<file path="src/rtl/cpu_trace_monitor.sv">
// Execution trace monitor: DEPTH-entry circular buffer of retired instructions, cycle counter, sticky halt.
// Latency: an entry retired at edge N is visible on rd* after edge N; rd* is driven combinationally from the head entry.
// Backpressure: the rdValid/rdReady drain is consumer-paced; a full buffer drops retires and sets overflow. Macro TRACE_MEM_EN adds memory-access fields.
module cpu_trace_monitor #(
    parameter int XLEN    = 32,
    parameter int DEPTH   = 16,
    parameter int CYCLE_W = 16
) (
    input  logic                       clk,
    input  logic                       rstN,
    input  logic                       clr,
    input  logic                       retire,
    input  logic [XLEN-1:0]            pc,
    input  logic [31:0]                instr,
    input  logic                       regWEn,
    input  logic [4:0]                 rd,
    input  logic [XLEN-1:0]            regDataIn,
    input  logic [CYCLE_W-1:0]         cycleLimit,
    input  logic                       bpEn,
    input  logic [XLEN-1:0]            bpAddr,
    input  logic                       rdReady,
`ifdef TRACE_MEM_EN
    input  logic                       memWrite,
    input  logic [XLEN-1:0]            memAddr,
    input  logic [XLEN-1:0]            memData,
    output logic                       rdMemWe,
    output logic [XLEN-1:0]            rdMemAddr,
    output logic [XLEN-1:0]            rdMemData,
`endif
    output logic                       rdValid,
    output logic [XLEN-1:0]            rdPc,
    output logic [31:0]                rdInstr,
    output logic                       rdWe,
    output logic [4:0]                 rdRd,
    output logic [XLEN-1:0]            rdData,
    output logic [$clog2(DEPTH):0]     count,
    output logic                       overflow,
    output logic                       halt,
    output logic [1:0]                 haltCause,
    output logic [CYCLE_W-1:0]         cycles
);

    localparam int AW = $clog2(DEPTH);
    localparam int CW = AW + 1;

    typedef struct packed {
        logic [XLEN-1:0] pc;
        logic [31:0]     instr;
        logic            we;
        logic [4:0]      rd;
        logic [XLEN-1:0] data;
`ifdef TRACE_MEM_EN
        logic            mem_we;
        logic [XLEN-1:0] mem_addr;
        logic [XLEN-1:0] mem_data;
`endif
    } entry_t;

    entry_t             trace_buf [DEPTH];
    entry_t             last_head;
    entry_t             head;
    entry_t             new_entry;
    logic [AW-1:0]      wr_ptr;
    logic [AW-1:0]      rd_ptr;
    logic               full;
    logic               pop;
    logic               capture_ok;
    logic               push;
    logic               drop;
    logic               lim_hit;
    logic               bp_hit;
    logic [CYCLE_W:0]   cycles_inc;

    always_comb begin
        new_entry          = '0;
        new_entry.pc       = pc;
        new_entry.instr    = instr;
        new_entry.we       = regWEn;
        new_entry.rd       = rd;
        new_entry.data     = regDataIn;
`ifdef TRACE_MEM_EN
        new_entry.mem_we   = memWrite;
        new_entry.mem_addr = memAddr;
        new_entry.mem_data = memData;
`endif
    end

    assign full       = (count == CW'(DEPTH));
    assign rdValid    = (count != '0);
    assign pop        = rdValid && rdReady;
    assign capture_ok = retire && !halt;
    assign push       = capture_ok && (!full || pop);
    assign drop       = capture_ok && full && !pop;

    // The limit compares against the post-increment value so halt lands on the same edge cycles reaches it.
    assign cycles_inc = {1'b0, cycles} + (CYCLE_W+1)'(1);
    assign lim_hit    = !halt && (cycleLimit != '0) && (cycles_inc == {1'b0, cycleLimit});
    assign bp_hit     = retire && bpEn && (pc == bpAddr) && !halt;

    // An empty buffer shows the most recently popped head instead of a stale slot.
    assign head      = rdValid ? trace_buf[rd_ptr] : last_head;
    assign rdPc      = head.pc;
    assign rdInstr   = head.instr;
    assign rdWe      = head.we;
    assign rdRd      = head.rd;
    assign rdData    = head.data;
`ifdef TRACE_MEM_EN
    assign rdMemWe   = head.mem_we;
    assign rdMemAddr = head.mem_addr;
    assign rdMemData = head.mem_data;
`endif

    // Storage needs no reset: slots are only observed after they have been written.
    always_ff @(posedge clk) begin
        if (rstN && !clr && push) begin
            trace_buf[wr_ptr] <= new_entry;
        end
    end

    always_ff @(posedge clk or negedge rstN) begin
        if (!rstN) begin
            wr_ptr    <= '0;
            rd_ptr    <= '0;
            count     <= '0;
            overflow  <= 1'b0;
            halt      <= 1'b0;
            haltCause <= 2'b00;
            cycles    <= '0;
            last_head <= '0;
        end else if (clr) begin
            wr_ptr    <= '0;
            rd_ptr    <= '0;
            count     <= '0;
            overflow  <= 1'b0;
            halt      <= 1'b0;
            haltCause <= 2'b00;
            cycles    <= '0;
        end else begin
            if (push) begin
                wr_ptr <= wr_ptr + AW'(1);
            end
            if (pop) begin
                rd_ptr    <= rd_ptr + AW'(1);
                last_head <= trace_buf[rd_ptr];
            end
            if (push && !pop) begin
                count <= count + CW'(1);
            end else if (pop && !push) begin
                count <= count - CW'(1);
            end
            if (drop) begin
                overflow <= 1'b1;
            end
            if (!halt && !(&cycles)) begin
                cycles <= cycles + CYCLE_W'(1);
            end
            if (lim_hit || bp_hit) begin
                halt <= 1'b1;
            end
            if (lim_hit) begin
                haltCause[0] <= 1'b1;
            end
            if (bp_hit) begin
                haltCause[1] <= 1'b1;
            end
        end
    end

endmodule

</file>
<file path="config.mk">
export PLATFORM = sky130hd
export DESIGN_NAME = cpu_trace_monitor
export DESIGN_NICKNAME = d
export VERILOG_FILES = /design/src/rtl/cpu_trace_monitor.sv
export SDC_FILE = /design/constraint.sdc
export NUM_CORES = 2
export LEC_CHECK = 0
export ABC_AREA = 1
export BUFFER_PORTS_ARGS = -buffer_cell sky130_fd_sc_hd__buf_2
export CAP_MARGIN = 20
export CORE_AREA = 5 5 523 267
export CTS_CLUSTER_DIAMETER = 60
export DETAILED_ROUTE_END_ITERATION = 6
export DIE_AREA = 0 0 528 272
export PLACE_DENSITY = 0.68
export RECOVER_POWER = 25
export SYNTH_ARGS = -nofsm -noshare
export SYNTH_HDL_FRONTEND = slang
export SYNTH_SLANG_ARGS = --single-unit
</file>
<file path="constraint.sdc">
create_clock -name clk -period 7.4 [get_ports clk]
set_input_delay 0.37 -clock clk [delete_from_list [all_inputs] [get_ports clk]]
set_output_delay 0.37 -clock clk [all_outputs]
set_load 0.05 [all_outputs]
</file>
# Yosys cells after proc, flatten, opt, wreduce, memory -nomap -nowiden
# Memory sizes are Yosys's and may differ from the RTL's.
# Index checks and enable logic that the tools add are counted.
[word_totals]
mem_count = 1
ramBits = 1632
word_cells = 78
out_inout_bits = 128
inputBits = 156
ff_bits = 135
[mem_list]
columns = ["memory", "depth", "word_bits", "read_ports", "rd_ports_with_merged_regs", "wr", "line", "source"]
rows = [
  ["trace_buf", 16, 102, 1, 0, 1, "59", "entry_t trace_buf [DEPTH];"],
]
[op_classes]
reduce_logical = 35
add_sub_neg = 6
eq_ne = 3
n_bitwise = 1
mux = 19
[ops]
columns = ["operator", "count"]
rows = [
  ["$mux 102", 1],
  ["$eq 32x32->1", 1],
  ["$mux 16", 2],
  ["$add 16x1->17 const B", 1],
  ["$eq 17x16->1", 1],
  ["$add 16x1->16 const B", 1],
  ["$mux 4", 4],
  ["$reduce_and 16->1", 1],
  ["$reduce_bool 16->1", 1],
  ["$logic_and 1x1->1", 15],
  ["$mux 5", 3],
  ["$reduce_bool 2->1", 7],
  ["$add 4x1->4 const B", 2],
  ["$mux 1", 8],
  ["$logic_not 1->1", 6],
  ["$add 5x1->5 const B", 1],
  ["$eq 5x5->1 const B", 1],
  ["$reduce_bool 5->1", 1],
  ["$sub 5x1->5 const B", 1],
  ["$reduce_bool 3->1", 1],
  ["$logic_or 1x1->1", 2],
  ["$mux 2", 1],
  ["$reduce_and 2->1", 1],
  ["$not 1->1", 1],
]

# Depth between registers and ports, before layout
[depth]
word_depth = 9
ltp_mapped = 14
ltp_nobuf = 14

# Least setup slack after synthesis
# No wires, ideal clock.
[synth_timing]
path_kind = "register -> register"
startpoint = "reg count[1]"
endpoint = "mem trace_buf[0][0] in the netlist's numbering (enable)"
setup_time_ns = 0.564
period_less_slack_ns = 6.384
setup_slack_ns = 1.016
arrival_time_ns = 5.820
t_required_ns = 6.836
path_buffers = 0
path_stages_with_launch = 9
cell_sequence = "dfrtp_1 -> nor2_1 -> nand2_1 -> nor3_1 -> nor2_1 -> inv_1 -> nor2_1 -> nand2_1 -> nor2_1"
[synth_via]
elab_chain_cells = 7
word_cells_on_any_way = 9
cone_classes = "eq/ne (1); mux (2); reduce/logical (6)"
[synth_lines]
columns = ["item", "line", "source"]
rows = [
  ["start: declaration", "36", "output logic [$clog2(DEPTH):0] count,"],
  ["start signal: assignment", "147", "count <= count + CW'(1);"],
  ["start signal: assignment", "149", "count <= count - CW'(1);"],
  ["$eq 5x5->1 or $reduce_bool 5->1 (tied branches)", "88, 89", ""],
  ["$logic_not 1->1 or $logic_and 1x1->1 (tied branches)", "92, 90", ""],
  ["$logic_or 1x1->1 (*)", "92", "assign push = capture_ok && (!full || pop);"],
  ["$logic_and 1x1->1 (*)", "92", ""],
  ["$logic_and 1x1->1 (*)", "115", "if (rstN && !clr && push) begin"],
  ["$mux 1 (*)", "115", ""],
  ["$mux 1 (not written as such) (*)", "116", "trace_buf[wr_ptr] <= new_entry;"],
  ["end: declaration", "59", ""],
]
# Every way passes the cells marked *; elsewhere a longest branch is shown, timed or not.

# Final worst setup path
[layout_timing]
startpoint = "reg rd_ptr[0]"
endpoint = "out rdData[28]"
[layout_via]
elab_chain_cells = 2
[layout_lines]
columns = ["item", "line", "source"]
rows = [
  ["start: declaration", "64", "logic [AW-1:0] rd_ptr;"],
  ["start signal: assignment", "143", "rd_ptr <= rd_ptr + AW'(1);"],
  ["$mem_v2 16x102", "--", ""],
  ["$mux 102", "101", "assign head = rdValid ? trace_buf[rd_ptr] : last_head;"],
  ["end: declaration", "35", "output logic [XLEN-1:0] rdData,"],
]
# Every way passes these cells.

==> results.sh <==
export IMPL_peakVddDrop_uv=335
export IMPL_startpoint_type="flip-flop"
export IMPL_grt_pass1_vias=43215
export IMPL_fin_cells=7674
export IMPL_hpwl_um=98000
export IMPL_reg2reg_slack_ns=3.21
export IMPL_wl_per_cell_um=25.1
export IMPL_cts_tree="yes"
export IMPL_cts_buffers=151
export IMPL_rsz0062_at_grt="false"
export IMPL_nFillCells=10649
export IMPL_viasPerCell=6.02
export IMPL_drt_iter0_markers=6172
export IMPL_synth_avg_cell_area_um2=12.9
export IMPL_critical_path_class="flip-flop to output pin"
export IMPL_tightest_slew_ns=2.97
export IMPL_hold_viol=0
export IMPL_cts_clk_slew_worst_paths_ns=0.07
export IMPL_drive_gt1_share_pct=9.97
export IMPL_wl_met3_um=20000
export IMPL_holdPathEnd="overflow"
export IMPL_grt_use_total_pct=26.2
export IMPL_routedLengthMet1_um=85300
export IMPL_fin_crit_ns=5.49
export IMPL_path_max_fanout=216
export IMPL_grt_max_degree=365
export IMPL_antenna_found_initial=11
export IMPL_synth_simple_area_share_pct=10.4
export IMPL_drv_cap=1
export IMPL_setup_violations=0
export IMPL_ys_seq_area_share_pct=74.2
export IMPL_grt_pass1_wl_um=284000
export IMPL_cts_sinks=1767
export IMPL_slew_headroom_pct=-97.9
export IMPL_hold_class="input pin to flip-flop"
export IMPL_synth_top_family_by_area="compound AO/OA/AOI/OAI gates"
export IMPL_io_pins=284
export IMPL_die_w_um=528
export IMPL_cp_arrival_ns=5.12
export IMPL_fmax_ghz=0.182
export IMPL_design_area_mm2=0.0788
export IMPL_p_leak_nw=27.3
export IMPL_synth_seq_cells=1767
export IMPL_place_congestion=0.913
export IMPL_root_buffer="clkbuf_16"
export IMPL_firstDrtPassIters=5
export IMPL_dr_total_vias=46205
export IMPL_critPathRequiredTime_ns=7.03
export IMPL_ant_nets=0
export IMPL_syn_cell_area_mm2=0.0706
export IMPL_netlist_instances=5494
export IMPL_synth_top_area_share_pct=69.4
export IMPL_synth_mux_area_fraction_pct=0
export IMPL_core_mm2=0.135
export IMPL_violations="max-capacitance violations, max-slew violations"
export IMPL_synthXorXnorAreaFrac_pct=0.347
export IMPL_synthToLayoutAreaGrowth_pct=11.6
export IMPL_synth_area_leaders="edfxtp_1 (69%), nand2_1 (5.2%), dfrtp_1 (4.8%)"
export IMPL_clkLatencyLatePin_ns=0.77
export IMPL_slew_violations=36
export IMPL_io_buffers=283
export IMPL_endpoint_kind="output pin"
export IMPL_drc=0
export IMPL_rows=96
export IMPL_finalWorstSetupSlack_ns=1.91
export IMPL_start_util_pct=52.3
export IMPL_dpl_instance_area_mm2=0.0733
export IMPL_nets=5895
export IMPL_htree_levels=4
export IMPL_finalCritPeriodShare_pct=74.2
export IMPL_synth_warnings=0
export IMPL_yosysUniqueCellTypes=45
export IMPL_placedCellCount=7300
export IMPL_synthAdderAreaFrac_pct=0.206
export IMPL_wl_met2_um=83400
export IMPL_yosys_area_top_type="edfxtp_1"
export IMPL_skew_ns=0.0230
export IMPL_r2r_start="rd_ptr[0]"
export IMPL_synthFlopType="edfxtp_1"
export IMPL_cts_repair_resized=0
export IMPL_cellPowerDensity_mw_per_mm2=343
export IMPL_tns_ns=0
export IMPL_status="finished with violations"
export IMPL_overflow=0
export IMPL_hold_depth=5
export IMPL_wl_um=192000
export IMPL_synth_compound_area_share_pct=11.3
export IMPL_topRoutingLayerUsed="met5"
export IMPL_synth_edf_count=1632
export IMPL_worstRegToRegCells=9
export IMPL_fp_dieH_um=272
export IMPL_cts_buffer_depth=3
export IMPL_reg2reg_to="last_head[63]"
export IMPL_die_area_mm2=0.144
export IMPL_syn_nets=5661
export IMPL_min_from="retire"
export IMPL_synthArstFlopShare_pct=7.64
export IMPL_dp_worst_setup_slack_ns=2.85
kinds of logic after synthesis:
| family | count (synthesis) |
|---|---|
| and+or+nand+nor | 1798 |
| DFF | 1767 |
| buffers and inverters | 532 |
| adders and majority gates | 11 |
| AOI/OAI and AO/OA | 1358 |
| xor gates and xnor gates | 28 |
Yosys cell counts (76+ instances only):
cell type,n
edfxtp_1,1632
nand2_1,986
o21ai_0,596
nor2_1,477
a21oi_1,243
nand3_1,239
o21ai_1,171
inv_1,163
clkbuf_1,155
o22ai_1,137
dfrtp_1,135
buf_2,131
a221oi_1,93
nand4_1,76
layer usage:
layer / global-route usage [%] / up-vias
li1: - / 20635
met1: 41.2 / 22834
met2: 38.0 / 2468
met3: 4.94 / 264
met4: 6.26 / 4
met5: 0 / -
worst max-delay path by stage:
stage	startpoint	endpoint	cells after the start
6_report	rd_ptr[0]	rdData[28]	10
5_1_grt	rd_ptr[0]	rdData[13]	10
4_1_cts	rd_ptr[0]	rdData[2]	9
3_5_place_dp	rd_ptr[0]	rdData[2]	9
3_3_place_gp	rd_ptr[0]	rdData[2]	9
2_1_floorplan	count[1]	trace_buf[0][0]	8
power by group:
group	internal [W]	switching, W
Combinational	0.00177	0.00615
Clock	0.00409	0.00357
Sequential	0.0112	0.000179
flip-flops by register name, indices dropped and copies added (netlist names):
name	count
cycles	16
haltCause	2
last_head	102
rd_ptr	4
count	5
halt	1
wr_ptr	4
trace_buf	1632
overflow	1
layout by cell type (no fill, tap or decap), types with 4 or more instances in the layout:
master            n
edfxtp_1       1632
nand2_1         985
o21ai_0         596
nor2_1          461
a21oi_1         243
nand3_1         239
buf_2           219
o21ai_1         171
inv_1           163
clkbuf_16       157
o22ai_1         137
dfrtp_1         131
clkbuf_1        111
a221oi_1         93
dlygate4sd3_1    87
nand4_1          76
o221ai_1         63
buf_4            57
clkinv_1         31
a221oi_2         25
clkinv_2         23
o221a_2          22
nor2_4           19
xnor2_1          19
buf_12           14
ha_1             10
xor2_1            9
diode_2           6
inv_6             6
clkbuf_8          6
nor3_1            4
dfrtp_4           4
per-stage QoR:
step	hold WS, ns	util, %	power (W)
detailed placement	0.354	54.3	0.0195
CTS	0.00448	58.4	0.0271
global route	0.107	58.3	0.0282
finish	0.0748	58.3	0.0270
global placement	0.351	54.3	0.0194
floorplan	0.0744	-	0.0174
area by class of cell:
class                           instances  area, um2  area share, %
Clock inverter                         70        468          0.594
Clock buffer                          210       4190           5.31
Multi-Input combinational cell       3195      15800           20.1
Antenna cell                            6       15.0         0.0191
Timing Repair Buffer                  443       2970           3.77
Sequential cell                      1767      52400           66.5
Inverter                              170        681          0.864
Tap cell                             1813       2270           2.88
critical path: stages, from the launching register on:
cell	delay, ns
dfrtp_4	0.74
clkinv_16	0.29
buf_16	0.57
buf_4	0.71
nand2_1	0.14
a221oi_2	0.32
o21ai_1	0.11
o21ai_1	0.26
nand2_1	0.09
o21ai_0	0.08
buf_2	0.29
what timing repair did:
action	in CTS	in global routing
buffers inserted	0	0
endpoints found under the hold margin	1363	0
hold buffers	87	0
Power figures use the tool's default switching activity.
